$ cat src/rtl/sw_entry_ctrl.sv
// sw_entry_ctrl: debounced slide-switch code entry, password check, fail lockout.
// Define ENTRY_TIMEOUT_EN to abandon a partial entry after TIMEOUT_CYC idle clocks.
module sw_entry_ctrl #(
    parameter int          BYTE         = 4,
    parameter int          DEBOUNCE_CYC = 16,
    parameter logic [27:0] PASSWORD     = 28'h0001234,
    parameter int          MAX_FAIL     = 3,
    parameter int          LOCK_CYC     = 64,
    parameter int          TIMEOUT_CYC  = 256
) (
    input  logic              clk,
    input  logic              rst_n,
    input  logic [9:0]        sw,
    input  logic              clr,
    output logic [4*BYTE-1:0] code,
    output logic [2:0]        code_cnt,
    output logic              digit_valid,
    output logic              multi_err,
    output logic              unlock,
    output logic              fail,
    output logic              locked,
    output logic              timeout,
    output logic [2:0]        state
);
    localparam int CW = 4 * BYTE;
    localparam int DW = $clog2(DEBOUNCE_CYC);
    localparam int FW = $clog2(MAX_FAIL + 1);
    localparam int LW = $clog2(LOCK_CYC + 1);

    typedef enum logic [2:0] {
        IDLE  = 3'd0,
        ENTRY = 3'd1,
        CHECK = 3'd2,
        OPEN  = 3'd3,
        LOCK  = 3'd4
    } state_t;

    if (BYTE < 1 || BYTE > 7 || DEBOUNCE_CYC < 2 || MAX_FAIL < 1 || LOCK_CYC < 1 || TIMEOUT_CYC < 1) begin : g_bad_param
        $error("sw_entry_ctrl: parameter out of range");
    end

    logic [9:0]    sync1_q, sync2_q, stable_q, old_q, rise;
    logic [DW-1:0] db_cnt_q;
    logic          db_done, multi, one_hot, accept, to_hit;
    logic [3:0]    digit;
    state_t        state_q;
    logic [CW-1:0] code_q;
    logic [2:0]    code_cnt_q;
    logic [FW-1:0] fail_cnt_q;
    logic [LW-1:0] lock_cnt_q;
    logic          digit_valid_q, multi_err_q, fail_q, timeout_q;

    // sync1 acts as a one-cycle lookahead so a pending change restarts the count early
    assign db_done = db_cnt_q == DW'(DEBOUNCE_CYC - 1);

    always_ff @(posedge clk or negedge rst_n) begin
        if (!rst_n) begin
            sync1_q  <= '0;
            sync2_q  <= '0;
            db_cnt_q <= '0;
            stable_q <= '0;
            old_q    <= '0;
        end else begin
            sync1_q  <= sw;
            sync2_q  <= sync1_q;
            old_q    <= stable_q;
            db_cnt_q <= (sync1_q != sync2_q) ? '0 : (db_done ? db_cnt_q : db_cnt_q + DW'(1));
            if (sync1_q == sync2_q && db_done) stable_q <= sync2_q;
        end
    end

    assign rise    = stable_q & ~old_q;
    assign multi   = (rise & (rise - 10'd1)) != '0;
    assign one_hot = rise != '0 && !multi;
    assign accept  = (state_q == IDLE || state_q == ENTRY) && !clr && one_hot;

    always_comb begin
        digit = '0;
        for (int i = 0; i < 10; i++) if (rise[i]) digit = 4'(i);
    end

`ifdef ENTRY_TIMEOUT_EN
    localparam int TW = $clog2(TIMEOUT_CYC + 1);
    logic [TW-1:0] to_cnt_q;

    always_ff @(posedge clk or negedge rst_n) begin
        if (!rst_n) to_cnt_q <= '0;
        else        to_cnt_q <= (state_q != ENTRY || accept) ? '0 : to_cnt_q + TW'(1);
    end

    assign to_hit = state_q == ENTRY && to_cnt_q == TW'(TIMEOUT_CYC - 1);
`else
    assign to_hit = 1'b0;
`endif

    always_ff @(posedge clk or negedge rst_n) begin
        if (!rst_n) begin
            state_q       <= IDLE;
            code_q        <= '0;
            code_cnt_q    <= '0;
            fail_cnt_q    <= '0;
            lock_cnt_q    <= '0;
            digit_valid_q <= 1'b0;
            multi_err_q   <= 1'b0;
            fail_q        <= 1'b0;
            timeout_q     <= 1'b0;
        end else begin
            digit_valid_q <= 1'b0;
            fail_q        <= 1'b0;
            timeout_q     <= 1'b0;
            multi_err_q   <= multi;
            case (state_q)
                IDLE, ENTRY: begin
                    if (clr) begin
                        state_q    <= IDLE;
                        code_q     <= '0;
                        code_cnt_q <= '0;
                    end else if (accept) begin
                        code_q        <= CW'({code_q, digit});
                        code_cnt_q    <= code_cnt_q + 3'd1;
                        digit_valid_q <= 1'b1;
                        state_q       <= (code_cnt_q == 3'(BYTE - 1)) ? CHECK : ENTRY;
                    end else if (to_hit) begin
                        timeout_q  <= 1'b1;
                        state_q    <= IDLE;
                        code_q     <= '0;
                        code_cnt_q <= '0;
                    end
                end
                CHECK: begin
                    if (code_q == PASSWORD[CW-1:0]) begin
                        state_q    <= OPEN;
                        fail_cnt_q <= '0;
                    end else begin
                        fail_q     <= 1'b1;
                        fail_cnt_q <= fail_cnt_q + FW'(1);
                        code_q     <= '0;
                        code_cnt_q <= '0;
                        lock_cnt_q <= '0;
                        state_q    <= (fail_cnt_q == FW'(MAX_FAIL - 1)) ? LOCK : IDLE;
                    end
                end
                OPEN: begin
                    if (clr) begin
                        state_q    <= IDLE;
                        code_q     <= '0;
                        code_cnt_q <= '0;
                    end
                end
                LOCK: begin
                    lock_cnt_q <= lock_cnt_q + LW'(1);
                    if (lock_cnt_q == LW'(LOCK_CYC - 1)) begin
                        state_q    <= IDLE;
                        fail_cnt_q <= '0;
                    end
                end
                default: state_q <= IDLE;
            endcase
        end
    end

    assign code        = code_q;
    assign code_cnt    = code_cnt_q;
    assign digit_valid = digit_valid_q;
    assign multi_err   = multi_err_q;
    assign fail        = fail_q;
    assign timeout     = timeout_q;
    assign unlock      = state_q == OPEN;
    assign locked      = state_q == LOCK;
    assign state       = state_q;
endmodule

$ cat config.mk
export PLATFORM = sky130hd
export DESIGN_NAME = sw_entry_ctrl
export DESIGN_NICKNAME = d
export VERILOG_FILES = /design/src/rtl/sw_entry_ctrl.sv
export SDC_FILE = /design/constraint.sdc
export NUM_CORES = 1
export LEC_CHECK = 0
export BUFFER_PORTS_ARGS = -buffer_cell sky130_fd_sc_hd__buf_4
export CAP_MARGIN = 20
export CORE_MARGIN = 5
export CORE_UTILIZATION = 59
export DETAILED_ROUTE_END_ITERATION = 8
export PLACE_DENSITY = 0.81
export REMOVE_ABC_BUFFERS = 1
export SETUP_SLACK_MARGIN = 0.2
export SLEW_MARGIN = 5
export SYNTH_ARGS = -nofsm -noshare
export SYNTH_HDL_FRONTEND = slang
export SYNTH_SLANG_ARGS = --single-unit
export TNS_END_PERCENT = 50
$ cat constraint.sdc
create_clock -name clk -period 4.9 [get_ports clk]
set_input_delay 0.49 -clock clk [delete_from_list [all_inputs] [get_ports clk]]
set_output_delay 0.49 -clock clk [all_outputs]
set_load 0.05 [all_outputs]
==> flow_metrics.py <==
metrics = {
    "status": {
        "status": "finished clean",
    },
    "placement": {
        "place_congestion": 0.846,
        "placed_area_um2": 3570,
        "dp_cells": 357,
        "place_ws_ps": 2790,
        "numPortBuffers": 39,
        "place_hpwl_mm": 3.85,
    },
    "routing": {
        "wl_per_cell_um": 14.4,
        "ant_nets": 0,
        "drtIter0Drc": 90,
        "post-route-drc-count": 0,
        "viasPerCell": 5.53,
        "routed_wl_mm": 5.39,
        "first_pass_iters": 4,
        "dr_total_vias": 2061,
    },
    "pwr": {
        "switching_power_uw": 250,
        "intPower_uw": 891,
        "sw_frac_of_total": 0.219,
        "power_density_nw_per_um2": 304,
        "pwr-share-clk": 0.388,
        "p_leak_uw": 0.00185,
        "peakVddDrop_v": 0.000239,
        "pwr-share-comb": 0.033,
        "seqPwrFrac": 0.579,
    },
    "sta": {
        "tightest_slew_ps": 918,
        "fmax_ghz": 0.481,
        "fin_crit_sh": 0.424,
        "skew_ps": 8.25,
        "finalSetupViolCount": 0,
        "slew_viol_final": 0,
        "setup-tns-final_ps": 0,
        "relSlewSlack": 0.388,
        "hold_viol_final": 0,
        "period_minus_slack_ps": 2080,
        "setup_slack_ps": 2820,
        "rsz0062_at_grt": "no",
    },
    "critical_path": {
        "critical_path_required_ps": 5130,
        "slowest_delay_ps": 420,
        "crit_chain": "nor2b_4, nor4_4, mux2_4, o211ai_2, o211ai_4, mux2_2",
        "slowest_stage": "dfrtp_1",
        "worstPathArrival_ps": 2310,
        "end_kind": "flip-flop",
        "critPathBufInv": 0,
        "start_kind": "flip-flop",
        "critPathTopFamily": "multiplexers",
        "path_class": "reg2reg",
        "worstPathMaxFanout": 19,
    },
    "synth": {
        "synthXorXnorAreaFrac": 0.0353,
        "ys_types": 57,
        "ys_seq_area_frac": 0.605,
        "netlist_instances": 250,
        "synthSimpleGateAreaFrac": 0.147,
        "async_flop_share": 1.00,
        "ys_ff_latch": 78,
        "syn_area_um2": 3230,
        "synth.avg_cell_area_um2": 12.9,
        "synth_edf_count": 0,
        "synthMuxAreaShare": 0.0492,
        "synth-warning-count": 0,
        "synth-main-ff-cell": "dfrtp_1",
        "synth_compound_area_frac": 0.122,
        "synth_top_family_by_area": "simple AND/OR/NAND/NOR gates",
        "synth-adder-area-share": 0.0194,
    },
    "clocking": {
        "clk_pin_slew_ps": 80,
        "cts_root_buf": "clkbuf_8",
        "post-cts-setup-buffer-count": 0,
        "cts-resized-gates": 0,
        "htreeDepth": 3,
        "numCtsBuffers": 9,
        "cts_sinks": 78,
        "cts_tree": "yes",
        "clockBufferDepth": 2,
        "clk_latency_ps": 350,
        "ctsHoldBuffers": 0,
    },
    "floorplanning": {
        "dieArea_um2": 7050,
        "initial_core_util": 0.597,
        "core_um2": 5410,
        "ios": 41,
        "core.rowCount": 27,
        "die_y_um": 84.0,
        "die_w_um": 84.0,
    },
    "final_layout": {
        "area_growth_pct": 16.4,
        "drive_above_1_share": 0.236,
        "diodes": 0,
        "nets": 314,
        "final_cell_count_no_fill": 373,
        "fin_area_um2": 3750,
    },
    "grt": {
        "grt_antenna_before_repair": 0,
        "grt_pass1_vias": 2136,
        "overflow": 0,
        "grt_max_degree": 79,
        "grt_pass1_wl_mm": 9.56,
        "gr-usage-all-layers": 0.170,
    },
    "flow_run": {
        "maxCapViolations": 0,
    },
    "min_path": {
        "hp-class": "in2reg",
    },
}
cells in the final DEF, fill, tap and decap left out, types with 2 or more instances in the layout:
cell      count
dfrtp_1      78
a32o_1        2
nand2_1      15
mux2i_1       2
o21ai_0      12
nor4b_1       3
a31oi_1       2
o22ai_1       2
buf_4        39
a211oi_1      2
ha_1          5
nand3_1       6
clkbuf_8     12
a22o_1       16
nand2b_1      7
nor2b_4       4
or3_1         2
clkinv_2      2
nor3b_1       2
a21oi_1       7
nor4_1        2
nor3_1        5
mux2_1       10
nand4_1       3
xor2_1        9
nor2_1       11
xnor2_1       4
inv_1         5
sequential cells by signal, indices dropped and copies added, names as in the netlist:
register / cells
code: 16
code_cnt: 3
db_cnt_q: 4
digit_valid: 1
fail: 1
fail_cnt_q: 2
lock_cnt_q: 7
multi_err: 1
old_q: 10
stable_q: 10
state: 3
sync1_q: 10
sync2_q: 10
cell families (layout without fill, tap and decap cells):
logic type      Yosys count  after routing
buf+inv                  11             62
compound gates           53             53
mux                      14             14
simple gates             75             75
flops                    78             78
xor+xnor                 13             13
other cells               1              1
fa+ha+maj                 5              5
Yosys cell counts, drive strengths merged, types with 3 or more instances:
| master | number | area share |
|---|---|---|
| a21oi | 7 | 0.011 |
| a22o | 16 | 0.043 |
| buf | 4 | 0.013 |
| dfrtp | 78 | 0.60 |
| ha | 5 | 0.019 |
| inv | 6 | 0.0070 |
| mux2 | 12 | 0.043 |
| nand2 | 15 | 0.017 |
| nand2b | 7 | 0.014 |
| nand3 | 6 | 0.0093 |
| nand4 | 4 | 0.0097 |
| nor2 | 12 | 0.016 |
| nor2b | 6 | 0.022 |
| nor3 | 5 | 0.0078 |
| nor4 | 3 | 0.010 |
| nor4b | 3 | 0.0081 |
| o211ai | 3 | 0.013 |
| o21ai | 13 | 0.021 |
| or2 | 3 | 0.0066 |
| xnor2 | 4 | 0.011 |
| xor2 | 9 | 0.024 |
final timing paths:
check / startpoint / endpoint / slack (ps) / cells past startpoint
min in group asynchronous: rst_n / lock_cnt_q[3]$_DFFE_PN0P_ / 260 / 1
setup / recovery: stable_q[6]$_DFFE_PN0P_ / code_cnt[0]$_DFFE_PN0P_ / 2820 / 6
hold reg to reg: sync1_q[2]$_DFF_PN0_ / sync2_q[2]$_DFF_PN0_ / 390 / 0
hold / removal: sw[0] / sync1_q[0]$_DFF_PN0_ / 250 / 1
setup reg to reg: stable_q[6]$_DFFE_PN0P_ / code_cnt[0]$_DFFE_PN0P_ / 2820 / 6
max in group asynchronous: rst_n / code_cnt[0]$_DFFE_PN0P_ / 4030 / 1
power by group through the flow:
stage / Sequential (µW) / Combinational [µW] / Clock [µW]
floorplan: 673 / 13.9 / 0
global placement: 672 / 38.5 / 0
detailed placement: 673 / 39.2 / 0
CTS: 660 / 39.4 / 454
global route: 661 / 44.2 / 483
finish: 660 / 38.0 / 443
layout make-up:
cell class / count / area, µm²
clock buffer: 13 / 169
clock inverter: 3 / 17.5
fill: 392 / 1650
inverter: 7 / 26.3
multi-input combinational: 161 / 1210
sequential: 78 / 1950
tap: 72 / 90.1
timing repair buffer: 39 / 293
per-stage QoR:
step	hold slack (ps)	total power, µW	util
3_3_place_gp	376	711	0.660
3_5_place_dp	378	712	0.660
5_1_grt	233	1190	0.695
6_report	247	1140	0.695
2_1_floorplan	194	687	-
4_1_cts	234	1150	0.695
layer usage:
layer,up-vias,global-route usage,share of wire
li1,989,-,-
met1,1013,0.211,0.44
met2,49,0.267,0.48
met3,10,0.0523,0.056
met4,0,0.0863,0.020
met5,-,0,0
Power figures use the tool's default switching activity.
